===== config.mk =====
export PLATFORM = sky130hd
export DESIGN_NAME = counter_mux_onehot2bin_flat
export DESIGN_NICKNAME = d
export VERILOG_FILES = /design/src/rtl/counter_mux_onehot2bin_pkg.sv /design/src/rtl/counter_mux_onehot2bin_if.sv /design/src/rtl/counter_mux_onehot2bin_counter.sv /design/src/rtl/counter_mux_onehot2bin_mux.sv /design/src/rtl/counter_mux_onehot2bin_onehot2bin.sv /design/src/rtl/counter_mux_onehot2bin.sv /design/src/flat_wrapper.sv
export SDC_FILE = /design/constraint.sdc
export NUM_CORES = 1
export LEC_CHECK = 0
export CAP_MARGIN = 0
export CELL_PAD_IN_SITES_DETAIL_PLACEMENT = 1
export CELL_PAD_IN_SITES_GLOBAL_PLACEMENT = 1
export CORE_MARGIN = 4
export CORE_UTILIZATION = 18
export DETAILED_ROUTE_END_ITERATION = 10
export PLACE_DENSITY_LB_ADDON = 0.1
export SLEW_MARGIN = 20
export SYNTH_ARGS = -nofsm -noshare
export SYNTH_HDL_FRONTEND = slang
export SYNTH_SLANG_ARGS = --single-unit
export TNS_END_PERCENT = 50

===== constraint.sdc =====
create_clock -name Clock -period 1.5 [get_ports Clock]
set_clock_uncertainty 0.05 [all_clocks]
set_input_delay 0.3 -clock Clock [delete_from_list [all_inputs] [get_ports Clock]]
set_output_delay 0.3 -clock Clock [all_outputs]
set_load 0.02 [all_outputs]

===== src/rtl/counter_mux_onehot2bin_pkg.sv =====
// counter_mux_onehot2bin_pkg
//   Shared constants and width helper for the counter / mux / one-hot converter slice.
//   SEL_ONEHOT, SEL_BINARY : values of the mux SelectCode parameter.
//   clog2Min1()            : ceil(log2(n)), never less than 1, for index widths.
package counter_mux_onehot2bin_pkg;

    localparam int unsigned SEL_ONEHOT = 1;
    localparam int unsigned SEL_BINARY = 0;

    function automatic int unsigned clog2Min1(input int unsigned n);
        return (n <= 1) ? 1 : int'($clog2(n));
    endfunction

endpackage


===== src/rtl/counter_mux_onehot2bin_if.sv =====
// counter_mux_onehot2bin_if
//   Bundles the data/control signals of the counter, mux and one-hot converter.
//   master : drives Set, Load, Enable, In, Select, Input, OneHot; observes Count, Output, Bin.
//   slave  : the design side (counter_mux_onehot2bin).
//   Parameters must match those of the counter_mux_onehot2bin instance it connects to.
interface counter_mux_onehot2bin_if #(
    parameter int unsigned CWidth     = 8,
    parameter int unsigned MWidth     = 4,
    parameter int unsigned NPorts     = 8,
    parameter int unsigned SelectCode = 1,
    parameter int unsigned OHWidth    = 8
);
    import counter_mux_onehot2bin_pkg::*;

    localparam int unsigned SelWidth = (SelectCode == SEL_ONEHOT) ? NPorts : clog2Min1(NPorts);
    localparam int unsigned BinWidth = clog2Min1(OHWidth);

    // Counter
    logic                     Set;
    logic                     Load;
    logic                     Enable;
    logic [CWidth-1:0]        In;
    logic [CWidth-1:0]        Count;
    // Mux
    logic [SelWidth-1:0]      Select;
    logic [NPorts*MWidth-1:0] Input;
    logic [MWidth-1:0]        Output;
    // One-hot to binary
    logic [OHWidth-1:0]       OneHot;
    logic [BinWidth-1:0]      Bin;

    modport master (
        output Set, Load, Enable, In, Select, Input, OneHot,
        input  Count, Output, Bin
    );

    modport slave (
        input  Set, Load, Enable, In, Select, Input, OneHot,
        output Count, Output, Bin
    );

endinterface


===== src/rtl/counter_mux_onehot2bin_counter.sv =====
// counter_mux_onehot2bin_counter
//   Loadable up-counter, priority Reset > Set > Load > Enable > hold, wraps modulo 2^CWidth.
//   Clock  : rising-edge clock
//   Reset  : asynchronous active-high clear
//   Set    : load all ones
//   Load   : load In
//   Enable : increment by one
//   In     : load value
//   Count  : registered count
module counter_mux_onehot2bin_counter #(
    parameter int unsigned CWidth = 8
) (
    input  logic              Clock,
    input  logic              Reset,
    input  logic              Set,
    input  logic              Load,
    input  logic              Enable,
    input  logic [CWidth-1:0] In,
    output logic [CWidth-1:0] Count
);

    logic [CWidth-1:0] countQ;
    logic [CWidth-1:0] countD;

    // In is only looked at under Load, so an unknown In cannot leak into the count.
    always_comb begin
        countD = countQ;
        if (Set) begin
            countD = '1;
        end else if (Load) begin
            countD = In;
        end else if (Enable) begin
            countD = countQ + CWidth'(1);
        end
    end

    always_ff @(posedge Clock or posedge Reset) begin
        if (Reset) begin
            countQ <= '0;
        end else begin
            countQ <= countD;
        end
    end

    assign Count = countQ;

endmodule


===== src/rtl/counter_mux_onehot2bin_mux.sv =====
// counter_mux_onehot2bin_mux
//   Combinational N-port mux over a flattened input bus.
//   Select : one-hot (ORs every selected port) or binary index (0 when out of range)
//   Input  : port i at [MWidth*(i+1)-1 : MWidth*i]
//   Output : selected data
module counter_mux_onehot2bin_mux
    import counter_mux_onehot2bin_pkg::*;
#(
    parameter int unsigned MWidth     = 4,
    parameter int unsigned NPorts     = 8,
    parameter int unsigned SelectCode = 1,
    localparam int unsigned SelWidth  = (SelectCode == SEL_ONEHOT) ? NPorts : clog2Min1(NPorts)
) (
    input  logic [SelWidth-1:0]      Select,
    input  logic [NPorts*MWidth-1:0] Input,
    output logic [MWidth-1:0]        Output
);

    if (SelectCode == SEL_BINARY) begin : gBinary
        // Indices with no matching port leave Output at zero.
        always_comb begin
            Output = '0;
            for (int i = 0; i < int'(NPorts); i++) begin
                if (Select == SelWidth'(i)) begin
                    Output = Input[i*MWidth +: MWidth];
                end
            end
        end
    end else begin : gOneHot
        // Multiple select bits deliberately OR their ports together.
        always_comb begin
            Output = '0;
            for (int i = 0; i < int'(NPorts); i++) begin
                if (Select[i]) begin
                    Output = Output | Input[i*MWidth +: MWidth];
                end
            end
        end
    end

endmodule


===== src/rtl/counter_mux_onehot2bin_onehot2bin.sv =====
// counter_mux_onehot2bin_onehot2bin
//   Combinational one-hot to binary index converter.
//   OneHot : input vector
//   Bin    : OR of the indices of all set bits (0 when none set; no priority encoding)
module counter_mux_onehot2bin_onehot2bin
    import counter_mux_onehot2bin_pkg::*;
#(
    parameter int unsigned OHWidth   = 8,
    localparam int unsigned BinWidth = clog2Min1(OHWidth)
) (
    input  logic [OHWidth-1:0]  OneHot,
    output logic [BinWidth-1:0] Bin
);

    always_comb begin
        Bin = '0;
        for (int i = 0; i < int'(OHWidth); i++) begin
            if (OneHot[i]) begin
                Bin = Bin | BinWidth'(i);
            end
        end
    end

endmodule


===== src/rtl/counter_mux_onehot2bin.sv =====
// counter_mux_onehot2bin
//   Thin wrapper around three independent blocks: counter, mux, one-hot converter.
//   Clock : counter clock (rising edge)
//   Reset : asynchronous active-high counter clear; mux and converter ignore it
//   bus   : slave side of counter_mux_onehot2bin_if carrying all data/control signals
module counter_mux_onehot2bin #(
    parameter int unsigned CWidth     = 8,
    parameter int unsigned MWidth     = 4,
    parameter int unsigned NPorts     = 8,
    parameter int unsigned SelectCode = 1,
    parameter int unsigned OHWidth    = 8
) (
    input logic                     Clock,
    input logic                     Reset,
    counter_mux_onehot2bin_if.slave bus
);

    counter_mux_onehot2bin_counter #(
        .CWidth (CWidth)
    ) uCounter (
        .Clock  (Clock),
        .Reset  (Reset),
        .Set    (bus.Set),
        .Load   (bus.Load),
        .Enable (bus.Enable),
        .In     (bus.In),
        .Count  (bus.Count)
    );

    counter_mux_onehot2bin_mux #(
        .MWidth     (MWidth),
        .NPorts     (NPorts),
        .SelectCode (SelectCode)
    ) uMux (
        .Select (bus.Select),
        .Input  (bus.Input),
        .Output (bus.Output)
    );

    counter_mux_onehot2bin_onehot2bin #(
        .OHWidth (OHWidth)
    ) uOneHot2Bin (
        .OneHot (bus.OneHot),
        .Bin    (bus.Bin)
    );

endmodule


===== src/flat_wrapper.sv =====
// flat-port wrapper written by rule: the top's interface ports become plain ports
module counter_mux_onehot2bin_flat 
#(
    parameter int unsigned CWidth     = 8,
    parameter int unsigned MWidth     = 4,
    parameter int unsigned NPorts     = 8,
    parameter int unsigned SelectCode = 1,
    parameter int unsigned OHWidth    = 8
)
  (Clock, Reset, bus_Set, bus_Load, bus_Enable, bus_In, bus_Select, bus_Input, bus_OneHot, bus_Count, bus_Output, bus_Bin);
  counter_mux_onehot2bin_if #(.CWidth(CWidth), .MWidth(MWidth), .NPorts(NPorts), .SelectCode(SelectCode), .OHWidth(OHWidth)) bus_i ();
  input logic Clock;
  input logic Reset;
  input wire logic [$bits(bus_i.Set)-1:0] bus_Set;
  input wire logic [$bits(bus_i.Load)-1:0] bus_Load;
  input wire logic [$bits(bus_i.Enable)-1:0] bus_Enable;
  input wire logic [$bits(bus_i.In)-1:0] bus_In;
  input wire logic [$bits(bus_i.Select)-1:0] bus_Select;
  input wire logic [$bits(bus_i.Input)-1:0] bus_Input;
  input wire logic [$bits(bus_i.OneHot)-1:0] bus_OneHot;
  output wire logic [$bits(bus_i.Count)-1:0] bus_Count;
  output wire logic [$bits(bus_i.Output)-1:0] bus_Output;
  output wire logic [$bits(bus_i.Bin)-1:0] bus_Bin;
  assign bus_i.Set = bus_Set;
  assign bus_i.Load = bus_Load;
  assign bus_i.Enable = bus_Enable;
  assign bus_i.In = bus_In;
  assign bus_i.Select = bus_Select;
  assign bus_i.Input = bus_Input;
  assign bus_i.OneHot = bus_OneHot;
  assign bus_Count = bus_i.Count;
  assign bus_Output = bus_i.Output;
  assign bus_Bin = bus_i.Bin;
  counter_mux_onehot2bin #(.CWidth(CWidth), .MWidth(MWidth), .NPorts(NPorts), .SelectCode(SelectCode), .OHWidth(OHWidth)) u_core (.Clock(Clock), .Reset(Reset), .bus(bus_i));
endmodule

==> reports/qor.yml <==
global_route:
  grtUsageTotal_pct: 14.4
  grt_pass1_wl_microns: 5710
  first_global_vias: 1090
  grt_overflow: 0
  grt_max_degree: 11
  antenna_found_initial: 0
drt:
  wire_per_inst_microns: 16.7
  drtIter0Drc: 31
  drt-vias-per-instance: 4.85
  wirelength_microns: 3520
  dr.pass1.iters: 4
  detail-route-antenna-nets: 0
  vias: 1023
  drc: 0
cells_and_area:
  layout.nets: 227
  final_util_pct: 43.8
  drive_above_1_share_pct: 27.6
  syn_to_final_growth_pct: 132
  mostFrequentLayoutCells: "dlygate4sd2_1, clkdlybuf4s50_1, buf_4"
  fillCellCount: 452
  diodes: 0
  final_common_cell: "dlygate4sd2_1"
  multi_input_area_sq_um: 537
  seqCellArea_sq_um: 200
  largest_reg_flops: 8
clock_tree:
  numCtsBuffers: 3
  ctsLongestPathBuffers: 2
  cts_tree: "built"
  path_clk_slew_ns: 0.04
  cts_root_buf: "clkbuf_8"
  htreeDepth: 1
  clock_sinks: 8
  clk_latency_ns: 0.23
  hold_buffers: 0
worst_setup_path:
  cp_max_fo: 1
  arrival_ns: 1.15
  cp-start-kind: "input pin"
  path_depth: 4
  crit_buf_inv: 2
  max_stage_delay_ns: 0.43
  timing.critical_path.required_ns: 1.15
  cpMaxStageDelayCell: "clkdlybuf4s50_1"
  crit_chain: "clkdlybuf4s50_1 > a22oi_2 > nand4_1 > buf_6"
  path_class: "in -> out"
  critPathTopFamily: "buffers and inverters"
  rr_worst_depth: 4
  endpoint_kind: "primary output"
die:
  coreArea_sq_um: 3720
  initial_core_util_pct: 18.9
  dieHeight_microns: 70.4
  die_w_microns: 70.4
  pin_count: 76
  fp.dieArea_sq_um: 4960
  std_cell_rows: 22
logic_synthesis:
  synth_area_sq_um: 702
  ys_seq_area_share_pct: 28.5
  synth-seq-cells: 8
  synth_nets: 140
  netlist_instances: 78
  yosys.area.top_type_share_pct: 28.5
  yosys.area.top_type: "dfrtp_1"
  synth_cell_types: 34
  synth.area.top_cells: "dfrtp_1, a22oi_1, nand4_1, nand2b_1, nor3b_1"
  syn_area_per_cell_sq_um: 9.00
  yosys_warnings: 0
status:
  status: "finished clean"
power_and_ir_drop:
  power_density_nw_per_um2: 565
  leakagePower_nw: 0.707
  ir_drop_uv: 337
  p_total_mw: 0.920
sta:
  setup_viol: 0
  slew_viol_final: 0
  grt_setup_unrepaired: "yes"
  finalHoldViolations: 0
  fin_hold_ws_ns: 0.281
  fin_crit_ns: 1.50
  max_freq_mhz: 668
  worst_slew_pin_slew_ns: 0.358
  period_share_pct: 99.8
  max_slew_margin_pct: 76.1
  fin_setup_tns_ns: 0
placed_design:
  gp_congestion: 0.805
  hpwl_microns: 2930
  io_buffer_count: 74
flow_run:
  cap_violations: 0
hold_path:
  worstHoldPathType: "in -> async"
==> area by class of cell <==
class	instances	share of cell area [%]
flip-flops and latches	8	12.3
repair buffers	85	48.3
inverters	1	0.231
well taps	48	3.69
multi-input cells	66	33.0
clock buffers	3	2.54
==> cells by family after synthesis <==
family | count (synthesis) | share of synthesized area, %
and+or+nand+nor | 32 | 29.2
DFF | 8 | 28.5
xor gates and xnor gates | 2 | 2.50
muxes | 3 | 4.46
buffers and inverters | 4 | 3.38
adders and majority gates | 1 | 1.78
AOI/OAI and AO/OA | 28 | 30.1
==> timing repair <==
action	CTS	global route
endpoints found under the setup margin	15	7
resized for setup	100	20
pin swaps	23	12
setup buffers	0	0
==> worst reg2reg max path, delay by kind of cell, from the launching register on <==
kind | cells | cell delay [ns]
DFF | 1 | 0.42
muxes | 2 | 0.40
and+or+nand+nor | 1 | 0.07
adders and majority gates | 1 | 0.30
==> synthesized netlist by cell type <==
cell / number
dfrtp_1: 8
mux2_2: 1
a2111oi_2: 1
nand2_1: 2
a22oi_1: 16
or4_1: 3
xor2_1: 2
a21oi_1: 3
buf_2: 1
mux2i_1: 2
nand4_1: 5
nor3_1: 2
nor2_1: 3
nor2b_1: 1
buf_6: 1
o21ai_0: 2
a21o_2: 1
and4_1: 1
nand3_1: 2
o21bai_1: 1
and3_2: 1
o311a_2: 1
a31oi_1: 1
a2111oi_0: 1
a311oi_1: 1
inv_1: 1
nand2b_1: 4
or3_1: 2
and3_4: 1
clkbuf_1: 1
or2_2: 1
nor3b_1: 3
nand4_2: 1
ha_1: 1
==> power breakdown <==
part           leakage [nW]  switching, mW  internal, mW
clock                0.0216         0.0902         0.174
combinational         0.606          0.178         0.228
sequential           0.0798         0.0142         0.235
==> per-layer routing <==
metal,routed length [microns],GRT usage [%]
met2,1630,21.7
met1,1560,20.0
met5,0,0
met4,14,1.91
met3,321,5.04
==> per-stage QoR <==
step,instances,cell area [sq um],setup slack [ns]
after global routing,211,1630,-0.0486
after CTS,211,1580,0.000372
after floorplan,78,702,0.122
after detailed placement,208,1570,-0.642
final,211,1630,0.00266
after global placement,208,1570,-0.629
==> final timing paths <==
| check | endpoint | slack, ns | from |
|---|---|---|---|
| worst min-delay path | u_core.uCounter.Count[5] | 0.28 | Reset |
| max in group asynchronous | u_core.uCounter.Count[2] | 0.87 | Reset |
| worst max-delay path | bus_Output[1] | 0.003 | bus_Input[29] |
| worst min register to register | u_core.uCounter.Count[7] | 0.55 | u_core.uCounter.Count[7] |
| min in group Clock | u_core.uCounter.Count[7] | 0.55 | u_core.uCounter.Count[7] |
| worst max register to register | u_core.uCounter.Count[1] | 0.15 | u_core.uCounter.Count[0] |
(Power assumes the default switching activity.)
